### config.mk
export PLATFORM = sky130hd
export DESIGN_NAME = if_fetch_unit_flat
export DESIGN_NICKNAME = d
export VERILOG_FILES = /design/src/rtl/if_fetch_unit_if.sv /design/src/rtl/if_fetch_unit.sv /design/src/flat_wrapper.sv
export SDC_FILE = /design/constraint.sdc
export NUM_CORES = 1
export LEC_CHECK = 0
export BUFFER_PORTS_ARGS = -buffer_cell sky130_fd_sc_hd__buf_2
export CORE_MARGIN = 2
export CORE_UTILIZATION = 39
export DETAILED_ROUTE_END_ITERATION = 12
export HOLD_SLACK_MARGIN = 0.12
export PLACE_DENSITY = 0.74
export SLEW_MARGIN = 20
export SYNTH_ARGS = -nofsm -noshare
export SYNTH_HDL_FRONTEND = slang
export SYNTH_SLANG_ARGS = --single-unit
### constraint.sdc
create_clock -name clk -period 8.7 [get_ports clk]
set_input_delay 0.87 -clock clk [delete_from_list [all_inputs] [get_ports clk]]
set_output_delay 0.87 -clock clk [all_outputs]
set_load 0.01 [all_outputs]
### src/rtl/if_fetch_unit_if.sv
// Bundles the fetch unit's decode-side handshake, branch bus and instruction-SRAM
// request/response signals. The master modport is the fetch unit.
interface if_fetch_unit_if;
    logic        ID_Allow_in;
    logic [33:0] br_bus;
    logic        IF_to_ID_Valid;
    logic [63:0] IF_to_ID_Bus;
    logic        inst_sram_req;
    logic [31:0] inst_sram_addr;
    logic        inst_sram_addr_ok;
    logic        inst_sram_data_ok;
    logic [31:0] inst_sram_rdata;

    modport master (
        input  ID_Allow_in, br_bus, inst_sram_addr_ok, inst_sram_data_ok, inst_sram_rdata,
        output IF_to_ID_Valid, IF_to_ID_Bus, inst_sram_req, inst_sram_addr
    );

    modport slave (
        output ID_Allow_in, br_bus, inst_sram_addr_ok, inst_sram_data_ok, inst_sram_rdata,
        input  IF_to_ID_Valid, IF_to_ID_Bus, inst_sram_req, inst_sram_addr
    );
endinterface

### src/rtl/if_fetch_unit.sv
// Instruction-fetch stage: single-outstanding SRAM reads, one-entry buffer to decode,
// branch redirect with wrong-path squash. Define IF_PERF_CNT_EN for fetch/squash counters.
module if_fetch_unit #(
    parameter logic [31:0] RESET_PC = 32'h1c000000
) (
    input  logic              clk,
    input  logic              reset,
    if_fetch_unit_if.master   fetch_io
`ifdef IF_PERF_CNT_EN
    ,
    output logic [31:0]       if_fetch_cnt,
    output logic [31:0]       if_squash_cnt
`endif
);

    typedef enum logic [1:0] {SReq, SWait, SHold} state_e;

    state_e      state_q, state_d;
    logic [31:0] pc_q, pc_d;
    logic [31:0] buf_pc_q, buf_pc_d;
    logic [31:0] buf_inst_q, buf_inst_d;
    logic [31:0] tgt_q, tgt_d;
    logic        fs_valid_q, fs_valid_d;
    logic        redir_q, redir_d;
    logic        transfer, squash;

    logic        br_taken;
    logic [31:0] br_target;
    logic        unused_stall;

    assign br_taken     = fetch_io.br_bus[33];
    assign br_target    = fetch_io.br_bus[32:1];
    assign unused_stall = fetch_io.br_bus[0];

    always_comb begin
        state_d    = state_q;
        pc_d       = pc_q;
        buf_pc_d   = buf_pc_q;
        buf_inst_d = buf_inst_q;
        tgt_d      = tgt_q;
        fs_valid_d = fs_valid_q;
        redir_d    = redir_q;
        transfer   = 1'b0;
        squash     = 1'b0;

        unique case (state_q)
            SReq: begin
                // The request address stays put; a branch only marks the reply as wrong-path.
                if (br_taken) begin
                    redir_d = 1'b1;
                    tgt_d   = br_target;
                end
                if (fetch_io.inst_sram_addr_ok) begin
                    state_d = SWait;
                end
            end
            SWait: begin
                if (fetch_io.inst_sram_data_ok) begin
                    if (br_taken) begin
                        pc_d    = br_target;
                        redir_d = 1'b0;
                        state_d = SReq;
                        squash  = 1'b1;
                    end else if (redir_q) begin
                        pc_d    = tgt_q;
                        redir_d = 1'b0;
                        state_d = SReq;
                        squash  = 1'b1;
                    end else begin
                        buf_pc_d   = pc_q;
                        buf_inst_d = fetch_io.inst_sram_rdata;
                        fs_valid_d = 1'b1;
                        pc_d       = pc_q + 32'd4;
                        state_d    = SHold;
                    end
                end else if (br_taken) begin
                    redir_d = 1'b1;
                    tgt_d   = br_target;
                end
            end
            SHold: begin
                // A branch wins over a simultaneous transfer: the held word is wrong-path.
                if (br_taken) begin
                    fs_valid_d = 1'b0;
                    pc_d       = br_target;
                    state_d    = SReq;
                    squash     = 1'b1;
                end else if (fs_valid_q && fetch_io.ID_Allow_in) begin
                    fs_valid_d = 1'b0;
                    state_d    = SReq;
                    transfer   = 1'b1;
                end
            end
            default: state_d = SReq;
        endcase
    end

    always_ff @(posedge clk or posedge reset) begin
        if (reset) begin
            state_q    <= SReq;
            pc_q       <= RESET_PC;
            buf_pc_q   <= 32'd0;
            buf_inst_q <= 32'd0;
            tgt_q      <= 32'd0;
            fs_valid_q <= 1'b0;
            redir_q    <= 1'b0;
        end else begin
            state_q    <= state_d;
            pc_q       <= pc_d;
            buf_pc_q   <= buf_pc_d;
            buf_inst_q <= buf_inst_d;
            tgt_q      <= tgt_d;
            fs_valid_q <= fs_valid_d;
            redir_q    <= redir_d;
        end
    end

    assign fetch_io.inst_sram_req  = (state_q == SReq) & ~reset;
    assign fetch_io.inst_sram_addr = pc_q;
    assign fetch_io.IF_to_ID_Valid = fs_valid_q;
    assign fetch_io.IF_to_ID_Bus   = {buf_pc_q, buf_inst_q};

`ifdef IF_PERF_CNT_EN
    logic [31:0] fetch_cnt_q, squash_cnt_q;

    always_ff @(posedge clk or posedge reset) begin
        if (reset) begin
            fetch_cnt_q  <= 32'd0;
            squash_cnt_q <= 32'd0;
        end else begin
            if (transfer) fetch_cnt_q  <= fetch_cnt_q + 32'd1;
            if (squash)   squash_cnt_q <= squash_cnt_q + 32'd1;
        end
    end

    assign if_fetch_cnt  = fetch_cnt_q;
    assign if_squash_cnt = squash_cnt_q;
`else
    logic unused_cnt_evt;
    assign unused_cnt_evt = transfer ^ squash;
`endif

endmodule

### src/flat_wrapper.sv
// flat-port wrapper written by rule: the top's interface ports become plain ports
module if_fetch_unit_flat 
#(
    parameter logic [31:0] RESET_PC = 32'h1c000000
)
  (clk, reset, fetch_io_ID_Allow_in, fetch_io_br_bus, fetch_io_inst_sram_addr_ok, fetch_io_inst_sram_data_ok, fetch_io_inst_sram_rdata, fetch_io_IF_to_ID_Valid, fetch_io_IF_to_ID_Bus, fetch_io_inst_sram_req, fetch_io_inst_sram_addr);
  if_fetch_unit_if fetch_io_i ();
  input  logic clk;
  input  logic reset;
  input wire logic [$bits(fetch_io_i.ID_Allow_in)-1:0] fetch_io_ID_Allow_in;
  input wire logic [$bits(fetch_io_i.br_bus)-1:0] fetch_io_br_bus;
  input wire logic [$bits(fetch_io_i.inst_sram_addr_ok)-1:0] fetch_io_inst_sram_addr_ok;
  input wire logic [$bits(fetch_io_i.inst_sram_data_ok)-1:0] fetch_io_inst_sram_data_ok;
  input wire logic [$bits(fetch_io_i.inst_sram_rdata)-1:0] fetch_io_inst_sram_rdata;
  output wire logic [$bits(fetch_io_i.IF_to_ID_Valid)-1:0] fetch_io_IF_to_ID_Valid;
  output wire logic [$bits(fetch_io_i.IF_to_ID_Bus)-1:0] fetch_io_IF_to_ID_Bus;
  output wire logic [$bits(fetch_io_i.inst_sram_req)-1:0] fetch_io_inst_sram_req;
  output wire logic [$bits(fetch_io_i.inst_sram_addr)-1:0] fetch_io_inst_sram_addr;
  assign fetch_io_i.ID_Allow_in = fetch_io_ID_Allow_in;
  assign fetch_io_i.br_bus = fetch_io_br_bus;
  assign fetch_io_i.inst_sram_addr_ok = fetch_io_inst_sram_addr_ok;
  assign fetch_io_i.inst_sram_data_ok = fetch_io_inst_sram_data_ok;
  assign fetch_io_i.inst_sram_rdata = fetch_io_inst_sram_rdata;
  assign fetch_io_IF_to_ID_Valid = fetch_io_i.IF_to_ID_Valid;
  assign fetch_io_IF_to_ID_Bus = fetch_io_i.IF_to_ID_Bus;
  assign fetch_io_inst_sram_req = fetch_io_i.inst_sram_req;
  assign fetch_io_inst_sram_addr = fetch_io_i.inst_sram_addr;
  if_fetch_unit #(.RESET_PC(RESET_PC)) u_core (.clk(clk), .reset(reset), .fetch_io(fetch_io_i));
endmodule
==> key figures <==
Synth
  • Fraction of the mapped netlist area in compound gates: 11.4%
  • Simple-gate area share of the yosys netlist: 23.3%
  • Sequential fraction of the synthesis area: a little over half
  • Synth top cells by count: sky130_fd_sc_hd__nand2_1 (233), sky130_fd_sc_hd__dfrtp_1 (129), sky130_fd_sc_hd__mux2_2 (32), sky130_fd_sc_hd__clkbuf_1 (27)
  • Prevailing post-synth register cell: sky130_fd_sc_hd__dfrtp_1
  • Cell type with the highest aggregate area in the netlist: sky130_fd_sc_hd__dfrtp_1
  • Most frequent cell after synthesis: sky130_fd_sc_hd__nand2_1
  • Number of distinct library cells after synthesis: 61
  • Async set-or-reset flop fraction in the synthesized netlist: 100%
  • Average size of a mapped cell: between 9 and 10 µm²
  • Area share of fa/ha/maj cells after synthesis: less than 1%
  • Number of flops mapped to enable cells by yosys: 0
  • Area of the mapped netlist: 0.00622 mm²
  • Total of warnings raised by yosys: 0
  • Post-synth top area share: 51.9%
  • Synth area leaders: sky130_fd_sc_hd__dfrtp_1 (52%), sky130_fd_sc_hd__nand2_1 (14%), sky130_fd_sc_hd__mux2_2 (5.8%)
  • Combinational family with the most area after synthesis: simple AND/OR/NAND/NOR gates
  • Area share of xor/xnor cells in the synthesized design: 1.83%
  • Post-synth net total: 737
  • Synth Register Bits: between 100 and 150
  • Mux cell area share after synthesis: 6.59%
  • Synthesized instance count: 665

CTS
  • Clock buffer depth: 2
  • CTS root buf: sky130_fd_sc_hd__clkbuf_16
  • Hold buffers post-CTS: 0
  • Clock latency reported for the late side of the worst-skew pair: about 420 ps
  • TritonCTS clock tree: built
  • Number of clock sinks: ~130
  • Post-CTS Setup Inserts: 0
  • Post-cts repair resize count: 0
  • Clock-pin transition on the worst setup and hold timing paths: 50 ps
  • Total number of H-tree levels: 4
  • CTS Buf Count: 17

Timing
  • Min Tclk post-route: 2710 ps
  • Setup repair after global routing missed its margin: no
  • Total setup violations reported at the end of the flow: 0
  • Slew @ Worst Pin: 1060 ps
  • Clock Skews: 6.76 ps
  • Worst max-slew margin expressed relative to the limit: 29.3%
  • Setup total negative slack: 0 ps
  • Number of pins with negative max-slew slack in the final report: 0
  • Hold violation count in the final report: 0
  • Part of the cycle the worst path needs: a little under a third
  • Maximum frequency from static timing analysis: around 370 MHz

Power and ir drop
  • Part of the power in the clock network: between 20% and 30%
  • Leak pwr: about 3.9 nW
  • Logic pwr share: between 30% and 40%
  • Power density over the cells: 315 mW/mm²
  • Peak supply drop: 153 µV
  • Overall power of the completed layout: between 0.002 and 0.0025 W
  • Net switching share of the total power: 35.4%
  • Switching component of the power: just under 0.0009 W
  • Sequential fraction of design power: 42.9%
  • Cell-internal power: approximately 0.0016 W

Layout
  • Non-Filler Instances: about 1000
  • Nets: 885
  • Share of final-layout standard cells stronger than drive strength 1: between 30 and 40%
  • Final Cell Area: 0.00775 mm²
  • Number of fillers in the final layout: 1508
  • Area growth syn-to-layout: 24.5%
  • Number of antenna diodes: 0

Worst hold path
  • Endpoint, Worst Hold: u_core.buf_pc_q[20]$_DFFE_PP0P_
  • Min-delay worst type: flop to flop
  • Hold path depth: 2
  • Hold Startpoint: u_core.buf_pc_q[20]$_DFFE_PP0P_

Routing
  • Post-detailed-route wirelength per cell: about 16 µm
  • Final ANT Viol Nets: 0
  • 1st-iter DRT viols: 398
  • Wire length reported by the detailed router: between 15 and 20 mm
  • Drc violations: 0
  • Via count normalized by instance count: 5.10
  • Vias: roughly 5300
  • First-pass detailed-route iteration total: 5

Placed design
  • Placed insts: 1010
  • Cell area reported after detailed placement: 0.00721 mm²
  • HPWL after detailed placement: 11.1 mm
  • Port buffer count: between 150 and 200
  • Placer Congestion: 0.829

Worst setup path
  • Flop-to-flop setup slack: 5990 ps
  • Startpoint of the lowest-slack register-to-register path: u_core.state_q[1]$_DFFE_PP0P_
  • Buffers plus inverters on the worst setup path: 2
  • CP cell instances: nor2b_1 -> a2bb2oi_2 -> buf_4 -> nor3_4 -> buf_4 -> nand3_1 -> o311ai_0
  • Highest-delay cell along the critical path: sky130_fd_sc_hd__nor2b_1
  • Data required time of the critical path: 9000 ps
  • Largest delay share family, worst path: simple AND/OR/NAND/NOR gates
  • Crit path DAT: 3010 ps
  • Critical setup path kind: flop to flop
  • Critical Path Most Common Cell: sky130_fd_sc_hd__buf_4
  • Destination of the worst register-to-register timing path: u_core.fetch_io.inst_sram_addr[22]$_DFFE_PP0P_
  • Worst Reg-to-Reg Cells: 7
  • Highest net fanout along the worst path: 38
  • Critical Path Start Type: flop
  • CP Capture Type: flop
  • Largest stage delay on the critical path: 600 ps
  • Critical Path Source: u_core.state_q[1]$_DFFE_PP0P_

Floorplanning
  • Die boundary height: 130 µm
  • Starting density of the core: approximately two fifths
  • Total die area: 0.0170 mm²
  • Number of primary I/O pins: 169
  • Floorplan Core Area: 0.0157 mm²
  • Core Rows: 46
  • Die X-Extent: 130 µm

Global route
  • Initial antenna violation count: 2
  • Global-route wire length before repair: 25.9 mm
  • Overall global routing resource usage: 19.7%
  • Via count of the first global-routing pass: slightly below 5000
  • Aggregate global routing overflow: 0
  • Largest net degree at the start of global routing: 75

Flow run
  • Number of maximum-capacitance constraint violations: 0

Status
  • Result of the run: finished, final reports clean
-- cells by family (layout without fill, tap and decap cells) --
group / after synthesis / count (layout)
flip-flops: 132 / 132
AND/OR/NAND/NOR: 325 / 325
buffers and inverters: 54 / 214
AO/OA/AOI/OAI: 103 / 103
XOR/XNOR: 13 / 13
multiplexers: 37 / 37
adder cells (fa/ha/maj): 1 / 1
-- registers in the layout (all words and copies together) (netlist names) --
name / count
u_core.fetch_io.inst_sram_addr: 32
u_core.fetch_io.IF_to_ID_Valid: 1
u_core.buf_inst_q: 32
u_core.tgt_q: 32
u_core.redir_q: 1
u_core.state_q: 2
u_core.buf_pc_q: 32
-- worst register-to-register path, stage by stage, from the launching register on --
cell and delay [ps]:
sky130_fd_sc_hd__dfrtp_1 510, sky130_fd_sc_hd__nor2b_1 610, sky130_fd_sc_hd__a2bb2oi_2 110, sky130_fd_sc_hd__buf_4 290
sky130_fd_sc_hd__nor3_4 220, sky130_fd_sc_hd__buf_4 340, sky130_fd_sc_hd__nand3_1 200, sky130_fd_sc_hd__o311ai_0 330
-- cells in the final DEF, fill, tap and decap left out, drive strengths merged, types with 2 or more instances in the layout --
cell	Yosys	routed
a211o	2	2
a211oi	3	3
a21o	2	2
a21oi	25	25
a221o	9	9
a2bb2oi	2	2
a31oi	4	4
a41oi	3	3
and3	12	12
and4	3	3
buf	19	177
clkbuf	29	26
clkinv	0	4
dfrtp	129	129
dfstp	3	3
inv	6	6
mux2	32	32
mux2i	5	5
nand2	234	234
nand2b	5	5
nand3	21	21
nand4	8	8
nor2	21	21
nor2b	2	2
nor3	8	8
nor4	4	4
o211ai	6	6
o21ai	25	25
o221ai	2	2
o22a	3	3
o311a	2	2
o311ai	6	6
xnor2	11	11
xor2	2	2
-- per-layer routing --
layer	up-vias	global-route usage (%)	wire length [µm]
li1	2581	-	-
met1	2513	27.0	7560
met2	186	30.0	7600
met3	32	5.45	1090
met4	2	7.57	363
met5	-	0	11
-- area by class of cell --
type | instances | area (µm²) | area share, %
Tap cell | 216 | 270 | 3.49
Multi-Input combinational cell | 479 | 2700 | 34.8
Sequential cell | 132 | 3310 | 42.7
Clock buffer | 26 | 489 | 6.31
Clock inverter | 5 | 50.0 | 0.646
Timing Repair Buffer | 177 | 911 | 11.7
Inverter | 6 | 27.5 | 0.355
-- power groups by stage --
stage                     Combinational (W)  Clock, W  Sequential, W
after detailed placement           0.000737         0        0.00105
after floorplan                    0.000350         0        0.00110
final                              0.000732  0.000663        0.00105
after global routing               0.000816  0.000698        0.00108
after CTS                          0.000741  0.000675        0.00104
after global placement             0.000722         0        0.00104
-- worst max-delay path by stage --
stage	to	slack [ps]	cells past startpoint
global route	u_core.fetch_io.inst_sram_addr[22]$_DFFE_PP0P_	5800	7
finish	u_core.fetch_io.inst_sram_addr[22]$_DFFE_PP0P_	5990	7
floorplan	u_core.buf_inst_q[0]$_DFFE_PP0P_	4310	1
global placement	u_core.fetch_io.inst_sram_addr[22]$_DFFE_PP0P_	6010	8
CTS	u_core.fetch_io.inst_sram_addr[22]$_DFFE_PP0P_	6010	7
detailed placement	u_core.fetch_io.inst_sram_addr[22]$_DFFE_PP0P_	5970	8
-- through the flow --
stage / util (%) / setup slack, ps / hold slack, ps
5_1_grt: 49.3 / 5800 / 478
2_1_floorplan: - / 4310 / 470
3_3_place_gp: 45.9 / 6010 / 452
4_1_cts: 49.3 / 6010 / 471
6_report: 49.3 / 5990 / 466
3_5_place_dp: 45.9 / 5970 / 457
No activity file was read; power rests on OpenSTA's default activity.
